### src/rtl/memory_port_arbiter.sv
// Arbitrates one single-port memory between instruction fetch and load/store.
// Reads return a fixed latency later and are steered back by a tag pipeline.
module memory_port_arbiter #(
    parameter int XLEN            = 32,
    parameter int READ_LATENCY    = 2,
    parameter int MAX_DATA_STREAK = 4
) (
    input  logic            clk,
    input  logic            rst,
    input  logic            fetch_valid,
    output logic            fetch_ready,
    input  logic [XLEN-1:0] fetch_address,
    input  logic            fetch_flush,
    output logic            fetch_rsp_valid,
    output logic [XLEN-1:0] fetch_rsp_data,
    input  logic            data_valid,
    output logic            data_ready,
    input  logic            data_write_enable,
    input  logic [XLEN-1:0] data_address,
    input  logic [XLEN-1:0] data_write_data,
    output logic            data_rsp_valid,
    output logic [XLEN-1:0] data_rsp_data,
    output logic            mem_valid,
    output logic            mem_write_enable,
    output logic [XLEN-1:0] mem_address,
    output logic [XLEN-1:0] mem_write_data,
    input  logic [XLEN-1:0] mem_read_data
);

    // Handshake: a request transfers in any cycle where valid && ready; ready is
    // a combinational function of both valids and the streak counter only.

    logic [3:0]              streak;
    logic                    grant_fetch;
    logic                    grant_data;
    logic                    grant_read;
    logic [READ_LATENCY-1:0] tag_valid;
    logic [READ_LATENCY-1:0] tag_owner;
    logic [READ_LATENCY-1:0] tag_valid_live;
    logic                    last_valid;

    always_comb begin
        grant_fetch = 1'b0;
        grant_data  = 1'b0;
        if (!rst) begin
            if (fetch_valid && data_valid) begin
                if (streak == 4'(MAX_DATA_STREAK)) grant_fetch = 1'b1;
                else                               grant_data  = 1'b1;
            end else begin
                grant_fetch = fetch_valid;
                grant_data  = data_valid;
            end
        end
    end

    assign fetch_ready = grant_fetch;
    assign data_ready  = grant_data;
    assign grant_read  = grant_fetch || (grant_data && !data_write_enable);

    always_comb begin
        mem_valid        = 1'b0;
        mem_write_enable = 1'b0;
        mem_address      = '0;
        mem_write_data   = '0;
        if (grant_fetch) begin
            mem_valid   = 1'b1;
            mem_address = fetch_address;
        end else if (grant_data) begin
            mem_valid        = 1'b1;
            mem_write_enable = data_write_enable;
            mem_address      = data_address;
            mem_write_data   = data_write_data;
        end
    end

    // A data grant while fetch is waiting is by construction a contended one.
    always_ff @(posedge clk) begin
        if (rst) begin
            streak <= '0;
        end else if (grant_fetch || !fetch_valid) begin
            streak <= '0;
        end else if (grant_data) begin
            streak <= streak + 4'd1;
        end
    end

    // Flush kills fetch-owned entries in place, so the last stage is covered too.
    assign tag_valid_live = tag_valid & ~({READ_LATENCY{fetch_flush}} & ~tag_owner);

    always_ff @(posedge clk) begin
        if (rst) begin
            tag_valid <= '0;
            tag_owner <= '0;
        end else begin
            tag_valid[0] <= grant_read;
            tag_owner[0] <= grant_data;
            for (int i = 1; i < READ_LATENCY; i++) begin
                tag_valid[i] <= tag_valid_live[i-1];
                tag_owner[i] <= tag_owner[i-1];
            end
        end
    end

    assign last_valid      = tag_valid_live[READ_LATENCY-1] && !rst;
    assign fetch_rsp_valid = last_valid && !tag_owner[READ_LATENCY-1];
    assign data_rsp_valid  = last_valid &&  tag_owner[READ_LATENCY-1];
    assign fetch_rsp_data  = fetch_rsp_valid ? mem_read_data : '0;
    assign data_rsp_data   = data_rsp_valid  ? mem_read_data : '0;

endmodule

### config.mk
export PLATFORM = sky130hd
export DESIGN_NAME = memory_port_arbiter
export DESIGN_NICKNAME = d
export VERILOG_FILES = /design/src/rtl/memory_port_arbiter.sv
export SDC_FILE = /design/constraint.sdc
export NUM_CORES = 1
export LEC_CHECK = 0
export CAP_MARGIN = 20
export CORE_AREA = 5 5 101 103
export CTS_CLUSTER_DIAMETER = 100
export DETAILED_ROUTE_END_ITERATION = 6
export DIE_AREA = 0 0 106 108
export PLACE_DENSITY = 0.67
export REMOVE_ABC_BUFFERS = 1
export SETUP_SLACK_MARGIN = 0.1
export SYNTH_ARGS = -nofsm -noshare
export SYNTH_HDL_FRONTEND = slang
export SYNTH_SLANG_ARGS = --single-unit
### constraint.sdc
create_clock -name clk -period 1.77 [get_ports clk]
set_clock_uncertainty 0.15 [all_clocks]
set_input_delay 0.354 -clock clk [delete_from_list [all_inputs] [get_ports clk]]
set_output_delay 0.354 -clock clk [all_outputs]
set_load 0.02 [all_outputs]
==> results.md <==
- Post-synth ARST share: 0%
- Root Driver: clkbuf_8
- Synthesized instance count: 180
- Max-cap violations: 0
- Synth area leader: and2_1
- Setup WS pre-CTS: -1.085 ns
- Post-DP HPWL: 8452 um
- Core ar.: 9109 sq um
- Initial antenna violation count: 0
- 1st-pass router iterations: 4
- Setup tns final: -43.22 ns
- WS Path Type: register to primary output
- Reg2reg start: streak[1]$_SDFFE_PP0P_
- Synth Flop Type: dfxtp_1
- Failing checks: setup timing
- Total power: 1.351 mW
- H-tree level count: 1
- Internal cell power: 0.9360 mW
- Std cell rows: 35
- Required time worst endpoint: 1.27 ns
- Synth top area cells: and2_1 45%, a22o_1 21%, dfxtp_1 12%
- Vias: 2663
- FMAX: 440.4 MHz
- Die Ht: 108 um
- Min setup slack post-route: -0.5004 ns
- Die ar.: 11450 sq um
- Hold_sp: tag_owner[0]$_SDFF_PP0_
- Synth Register Bits: 8
- Hold Slack: 0.3119 ns
- Design Area, Final: 5539 sq um
- Detailed Route Iter0 Violations: 76
- Share of the synthesized area in the top cell type: 45.33%
- Tcrit/Tclk final: 128.3%
- Vias/cell: 4.387
- TritonCTS Buffers: 3
- Clock power share: 16.1%
- Unrepaired setup endpoints after global routing: true
- Routed len/inst: 20.22 um
- Routability congestion estimate: 0.8702
- Power Density: 243.9 nW/um^2
- Detailed Route WL: 12280 um
- Hold Fails Final Rpt: 0
- Lkg Pwr: 2.582 nW
- Die W: 106 um
- Peak supply drop: 226.7 uV
- CTS Hold Bufs: 0
- I/O Pins: 268
- NetSw: 0.4149 mW
- Post-synth EDFFs: 0
- CP Cell Sequence: inv_2 -> ha_4 -> nand4b_4 -> and3b_4 -> buf_4 -> bufbuf_16 -> and2_4 -> buf_6
- Gr ovfl total: 0
- Yosys warnings: 0
- # clock sinks: 8
- WP data arrival: 1.77 ns
- Max incr delay on CP: 0.32 ns
- Largest net degree at the start of global routing: 17
- Util after Layout: 60.81%
- Worst-Margin Slew: 0.2093 ns
- Syn Area/Cell: 7.438 sq um
- Share of power burned in registers: 14.0%
- Count of cell types in the netlist: 22
- Initial core utilization: 14.70%
- CTS tree: yes
- Final Non-Filler Cells: 607
- Crit path from: streak[1]$_SDFFE_PP0P_
- Most common cell in the synthesized netlist: and2_1
- Synth cell count leaders: 97 x and2_1, 32 x a22o_1, 8 x dfxtp_1
- First-pass GRT wire length: 16850 um
- Outcome: finished with violations
- Vias in the first global route: 2936
- Synth-to-layout area growth: 313.7%
- Mapped Area: 1339 sq um
- CTS max path bufs: 2
- Crit. End Element: primary output
- Detailed-route DRC error count: 0
- Critical Path Slowest Stage Cell: dfxtp_2
- Sw Share: 30.71%
- Sequential share of the synthesized area: 11.96%
- Aggregate global-route resource usage: 18.99%
- Area after detailed placement: 4228 sq um
- Slew HR: 85.99%
- Reg clk slew, reported paths: 0.04 ns
- Combinational Power Share: 69.9%
- Total Nets Final: 634
- Clock Latency Late Sink: 0.23 ns
- DRT antenna net count: 0
- Min Tclk post-route: 2.270 ns
- Ant diodes: 0
- Share of cells above drive strength 1: 62.90%
- CP max FO: 7
- Worst setup SP type: register
- Buffers on Ports: 267
- Final Slew Violations: 0
- Final setup fails: 136
- Worst Hold Class: register to register
- Placed cells: 553
-- what timing repair did --
item | in CTS | in global routing
resized for setup | 812 | 146
buffers inserted | 36 | 8
pin swaps | 40 | 37
gates cloned | 16 | 2
setup endpoints to repair | 138 | 138
-- placed cells by master, fill, tap and decap left out, types with 3 or more instances in the layout --
master	instances
and2_4	91
buf_8	5
a22o_4	4
and3_4	3
buf_12	11
and2_1	6
dfxtp_2	3
dfxtp_1	5
clkdlybuf4s50_1	129
buf_16	9
buf_4	15
clkbuf_8	3
a22o_1	28
buf_6	154
-- flip-flops by register name, indices dropped and copies added (netlist names) --
name and count:
tag_valid 2, tag_owner 2, streak 4
-- cell families after synthesis --
kind of cell             after synthesis  synth area share (%)
XOR/XNOR                               2                 1.309
adder cells (fa/ha/maj)                2                 1.869
flip-flops                             8                 11.96
AO/OA/AOI/OAI                         34                 22.06
AND/OR/NAND/NOR                      114                 54.77
buffers and inverters                 20                 8.037
-- cell type report --
type / count / area, sq um
inverters: 2 / 7.507
repair buffers: 331 / 3796
flip-flops and latches: 8 / 163.9
clock buffers: 3 / 41.29
well taps: 111 / 138.9
fillers: 760 / 3570
multi-input cells: 152 / 1391
-- routing by layer --
layer  wire [um]  part of all wire, %  global-route usage, %  vias up
met5           0                    0                      0        -
met4         269                  2.2                  4.070        0
met3        1270                   10                  6.328       18
met2        6812                   55                  39.57      186
met1        3923                   32                  17.69     1213
li1            -                    -                      -     1246
-- power groups by stage --
stage                     Clock (mW)  Sequential (mW)  Combinational, mW
after floorplan                    0            0.191              0.213
after global placement             0            0.192              0.742
after global routing           0.232            0.190              0.985
final                          0.217            0.190              0.944
after CTS                      0.222            0.190              0.932
after detailed placement           0            0.192              0.748
-- critical path, delay by kind of cell, from the launching register on --
family                     cells  cell delay (ns)
DFF                            1             0.32
and+or+nand+nor                3             0.48
buffers and inverters          4             0.58
adders and majority gates      1             0.14
-- final timing paths --
check | slack [ns] | endpoint | depth (start not counted)
max reg2reg | -0.04 | streak[0]$_SDFFE_PP0P_ | 9
min | 0.31 | tag_owner[1]$_SDFF_PP0_ | 1
max | -0.50 | mem_write_data[0] | 8
min reg2reg | 0.31 | tag_owner[1]$_SDFF_PP0_ | 1
(Power assumes the default switching activity.)
